===== src/rtl/gate_bist_pkg.sv =====
// Shared types and helpers for the inverter-bank BIST controller.
// GATE_BIST_EXHAUSTIVE_EN appends a full binary count to the vector set.
package gate_bist_pkg;

   typedef enum logic [2:0] {
      IDLE,
      APPLY,
      WAIT,
      CHECK,
      DONE
   } state_t;

   typedef enum logic [2:0] {
      ZERO,
      ONE,
      WALK1,
      WALK0,
      EXH
   } phase_t;

   function automatic int vec_count(input int width);
`ifdef GATE_BIST_EXHAUSTIVE_EN
      return 2 + 2 * width + (1 << width);
`else
      return 2 + 2 * width;
`endif
   endfunction

endpackage


===== src/rtl/gate_bist_pattern.sv =====
// Stimulus sequencer: zero, one, walking-1, walking-0 and, with
// GATE_BIST_EXHAUSTIVE_EN, an ascending count over all values.
module gate_bist_pattern #(
   parameter int WIDTH = 8
) (
   input  logic             clk,
   input  logic             reset,
   input  logic             restart,
   input  logic             next,
   output logic [WIDTH-1:0] vec,
   output logic             last_vec
);
   import gate_bist_pkg::*;

`ifdef GATE_BIST_EXHAUSTIVE_EN
   localparam int IW = WIDTH;
`else
   localparam int IW = (WIDTH < 2) ? 1 : $clog2(WIDTH);
`endif
   localparam logic [IW-1:0] IDX_TOP = IW'(WIDTH - 1);

`ifdef GATE_BIST_EXHAUSTIVE_EN
   if (WIDTH > 16) begin : g_width_chk
      $error("gate_bist_pattern: exhaustive mode needs WIDTH <= 16");
   end
`endif

   phase_t        phase;
   logic [IW-1:0] idx;
   logic          idx_top;

   assign idx_top = (idx == IDX_TOP);

   always_ff @(posedge clk or posedge reset) begin
      if (reset) begin
         phase <= ZERO;
         idx   <= '0;
      end else if (restart) begin
         phase <= ZERO;
         idx   <= '0;
      end else if (next) begin
         unique case (phase)
            ZERO: phase <= ONE;
            ONE: begin
               phase <= WALK1;
               idx   <= '0;
            end
            WALK1: begin
               if (idx_top) begin
                  phase <= WALK0;
                  idx   <= '0;
               end else begin
                  idx <= idx + IW'(1);
               end
            end
            WALK0: begin
               if (idx_top) begin
`ifdef GATE_BIST_EXHAUSTIVE_EN
                  phase <= EXH;
                  idx   <= '0;
`else
                  idx   <= idx;
`endif
               end else begin
                  idx <= idx + IW'(1);
               end
            end
`ifdef GATE_BIST_EXHAUSTIVE_EN
            EXH: idx <= idx + IW'(1);
`endif
            default: phase <= ZERO;
         endcase
      end
   end

   always_comb begin
      vec = '0;
      unique case (phase)
         ZERO:  vec = '0;
         ONE:   vec = '1;
         WALK1: vec = WIDTH'(1) << idx;
         WALK0: vec = ~(WIDTH'(1) << idx);
`ifdef GATE_BIST_EXHAUSTIVE_EN
         EXH:   vec = WIDTH'(idx);
`endif
         default: vec = '0;
      endcase
   end

`ifdef GATE_BIST_EXHAUSTIVE_EN
   assign last_vec = (phase == EXH) && (&idx);
`else
   assign last_vec = (phase == WALK0) && idx_top;
`endif

endmodule


===== src/rtl/gate_not_bist.sv =====
// BIST controller for an inverter bank: applies vectors, checks resp == ~stim.
// GATE_BIST_EXHAUSTIVE_EN adds the exhaustive count phase (WIDTH <= 16).
module gate_not_bist #(
   parameter int WIDTH  = 8,
   parameter int SETTLE = 2,
   parameter int ERR_W  = 8
) (
   input  logic             clk,
   input  logic             reset,
   input  logic             start,
   output logic [WIDTH-1:0] stim,
   input  logic [WIDTH-1:0] resp,
   output logic             busy,
   output logic             done,
   output logic             pass,
   output logic [ERR_W-1:0] err_count,
   output logic [WIDTH-1:0] first_fail
);
   import gate_bist_pkg::*;

   localparam int CW = $clog2(SETTLE + 1);
   localparam logic [CW-1:0] WAIT_END = CW'((SETTLE > 1) ? SETTLE - 2 : 0);
   localparam logic [ERR_W-1:0] ERR_MAX = '1;

   state_t        state;
   state_t        state_nxt;
   logic [CW-1:0] cnt;
   logic          last_vec;
   logic          restart;
   logic          next;
   logic          check;
   logic          fail;

   gate_bist_pattern #(
      .WIDTH(WIDTH)
   ) u_pattern (
      .clk      (clk),
      .reset    (reset),
      .restart  (restart),
      .next     (next),
      .vec      (stim),
      .last_vec (last_vec)
   );

   always_ff @(posedge clk or posedge reset) begin
      if (reset) state <= IDLE;
      else       state <= state_nxt;
   end

   // CHECK is the final settle cycle; its closing edge compares and advances
   always_comb begin
      state_nxt = state;
      unique case (state)
         IDLE, DONE: if (start) state_nxt = APPLY;
         APPLY:      state_nxt = (SETTLE > 1) ? WAIT : CHECK;
         WAIT:       if (cnt == WAIT_END) state_nxt = CHECK;
         CHECK:      state_nxt = last_vec ? DONE : APPLY;
         default:    state_nxt = IDLE;
      endcase
   end

   always_comb begin
      busy    = (state == APPLY) || (state == WAIT) || (state == CHECK);
      done    = (state == DONE);
      restart = ((state == IDLE) || (state == DONE)) && start;
      check   = (state == CHECK);
      next    = check && !last_vec;
   end

   always_ff @(posedge clk or posedge reset) begin
      if (reset)              cnt <= '0;
      else if (state == WAIT) cnt <= cnt + CW'(1);
      else                    cnt <= '0;
   end

   assign fail = (resp != ~stim);

   always_ff @(posedge clk or posedge reset) begin
      if (reset) begin
         err_count  <= '0;
         first_fail <= '0;
         pass       <= 1'b0;
      end else if (restart) begin
         err_count  <= '0;
         first_fail <= '0;
         pass       <= 1'b0;
      end else if (check) begin
         if (fail) begin
            if (err_count != ERR_MAX) err_count <= err_count + ERR_W'(1);
            if (err_count == '0)      first_fail <= stim;
         end
         if (last_vec) pass <= (err_count == '0) && !fail;
      end
   end

endmodule


===== config.mk =====
export PLATFORM = sky130hd
export DESIGN_NAME = gate_not_bist
export DESIGN_NICKNAME = d
export VERILOG_FILES = /design/src/rtl/gate_bist_pkg.sv /design/src/rtl/gate_bist_pattern.sv /design/src/rtl/gate_not_bist.sv
export SDC_FILE = /design/constraint.sdc
export NUM_CORES = 1
export LEC_CHECK = 0
export ABC_AREA = 1
export CAP_MARGIN = 20
export CELL_PAD_IN_SITES_DETAIL_PLACEMENT = 1
export CELL_PAD_IN_SITES_GLOBAL_PLACEMENT = 2
export CORE_MARGIN = 2
export CORE_UTILIZATION = 31
export CTS_CLUSTER_SIZE = 25
export DETAILED_ROUTE_END_ITERATION = 7
export PLACE_DENSITY_LB_ADDON = 0.08
export REMOVE_ABC_BUFFERS = 1
export SETUP_SLACK_MARGIN = 0.3
export SLEW_MARGIN = 30
export SYNTH_ARGS = -nofsm -noshare
export SYNTH_HDL_FRONTEND = slang
export SYNTH_SLANG_ARGS = --single-unit

===== constraint.sdc =====
create_clock -name clk -period 3 [get_ports clk]
set_input_delay 0.3 -clock clk [delete_from_list [all_inputs] [get_ports clk]]
set_output_delay 0.3 -clock clk [all_outputs]
set_load 0.1 [all_outputs]

==> flow_summary.toml <==
[critical_path]
end_kind = "flip-flop"
cp_max_fo = 19
timing.rr.start = "u_pattern.phase[0]"
critPathRequiredTime_ns = 3.22
startpoint = "u_pattern.phase[0]"
startpoint_type = "flip-flop"
worstPathArrival_ns = 2.45
path_class = "flip-flop to flip-flop"

[synth]
yosysSeqAreaShare_pct = 34.18
yosys.cell_types.count = 24
syn_area_mm2 = 0.001977
yosysWarnings = 0
synth.area.top_cells = "dfrtp_1 (34%), nand2_1 (16%), nand3_1 (10%)"
yosysMostFrequentCell = "nand2_1"
synthTopCellsByCount = "nand2_1 (84), nand3_1 (40), inv_1 (34)"
synth.ff_latch_count = 27
synth_top_cell_area_share_pct = 34.18
syn_area_per_cell_um2 = 6.936
synth.largest_area_cell = "dfrtp_1"
synth-edff-count = 0
netlist_instances = 285
async_flop_share_pct = 100.0
synth-main-ff-cell = "dfrtp_1"

[clock_tree]
clock-sinks = 27
tritoncts = "done"
ctsHoldBuffers = 0
htreeDepth = 1
numCtsBuffers = 3
clock_path_buffers = 2
cts-root-buf = "clkbuf_8"
post_cts_buffers = 0
clk_latency_ns = 0.28
postCtsResizedCells = 0
clkSlewWorstSetupHoldPaths_ns = 0.10

[floorplanning]
core_area_mm2 = 0.006241
start_util_pct = 31.68
die_x_um = 83.86
fp.dieH_um = 83.86
die_area_mm2 = 0.007032
pin_count = 38
rows = 29

[grt]
grt_overflow = 0
grt_pass1_wl_mm = 9.411
grt_max_degree = 28
antenna_found_initial = 0
grt_pass1_vias = 1978
grt_util_all_layers_pct = 16.37

[drt]
vias_per_cell = 4.779
drc = 0
dr.first_iter.drc_count = 81
drtPass1Iterations = 4
routedWlPerCell_um = 13.54
via_count = 1907
drt-total-wl_mm = 5.404
ant_nets = 0

[timing]
fin_skew_ns = 0.005696
setup_tns_ns = 0
min_period_ns = 2.226
worstMarginPinSlew_ns = 0.4835
setup_violations = 0
finalMaxSlewViolations = 0
max-slew-margin-rel_pct = 67.69
rsz0062_at_grt = "false"
min_period_over_period_pct = 74.19
hold_viol = 0
fmax_ghz = 0.4493

[placement]
post-dp-hpwl_mm = 4.145
placed_area_mm2 = 0.002336
place.gp.congestion = 0.7419
portBuffers = 37

[hold_path]
hold_class = "input port to async pin"

[cells_and_area]
nets = 347
final_area_mm2 = 0.002382
drive_gt1_share_pct = 15.84
final_util_pct = 38.17
areaGrowthSynthToFinish_pct = 20.51
antennaDiodeCount = 0

[outcome]
status = "finished clean"

[run]
drv_cap = 0
## worst paths after layout
kind / slack [ns] / depth (start not counted) / to
min in group clk: 0.44 / 1 / cnt[0]
max in group asynchronous: 2.31 / 3 / u_pattern.phase[1]
min: 0.42 / 3 / err_count[2]
max reg2reg: 0.77 / 13 / err_count[5]
min reg2reg: 0.44 / 1 / cnt[0]
max: 0.77 / 13 / err_count[5]
## metal layers
metal	GRT usage [%]	vias up	part of all wire (%)	wire length, um
li1	-	981	-	-
met1	21.77	897	49	2634
met2	28.44	27	48	2587
met3	2.176	2	2.7	145
met4	3.372	0	0.68	37
met5	0	-	0	0
## area by class of cell
cell class	count	area, um^2
Timing Repair Buffer	40	325.3
Clock buffer	3	41.29
Multi-Input combinational cell	213	1094
Clock inverter	1	5.005
Inverter	38	145.1
Sequential cell	27	675.6
Tap cell	77	96.34
Fill cell	818	3859
## registers in the layout, indices dropped and copies added, names as in the netlist
name	cells
cnt	2
err_count	8
first_fail	8
pass	1
state	3
u_pattern.idx	3
u_pattern.phase	2
## through the flow
step | hold slack [ns] | std cells | setup slack [ns]
final | 0.4152 | 399 | 0.7743
after global routing | 0.4414 | 399 | 0.5121
after CTS | 0.4324 | 399 | 0.7417
after detailed placement | 0.4271 | 395 | 0.7831
after global placement | 0.4141 | 395 | 0.8234
after floorplan | 0.3527 | 278 | 0.4336
## layout by cell type, fill, tap and decap left out, drive strengths merged
cell type / instances
clkdlybuf4s50: 10
nand3b: 4
o211ai: 2
o21ai: 7
nor2: 29
dfrtp: 27
clkbuf: 3
a31oi: 1
clkinv: 2
nand2: 93
ha: 13
nor4: 2
nor3: 5
nand3: 43
a21oi: 13
inv: 37
o22ai: 1
buf: 30
## critical path, cell delays in order, from the launching register on
cell	delay, ns
dfrtp_1	0.47
inv_1	0.10
ha_1	0.24
inv_1	0.20
nand3_1	0.11
nand3_1	0.17
nand2_1	0.09
nand2_1	0.07
nand3_1	0.08
nor2_2	0.16
nand2_4	0.17
nand2_4	0.16
nand2_1	0.07
nand2_1	0.07
## cell families after synthesis
group | after synthesis | synth area share, %
AOI/OAI and AO/OA | 24 | 6.456
adders and majority gates | 13 | 8.228
buffers and inverters | 45 | 10.51
DFF | 27 | 34.18
and+or+nand+nor | 176 | 40.63
Power is left out: the tool's default activity adds up to more than one toggle a clock period on the data nets, which glitch-free logic cannot reach.
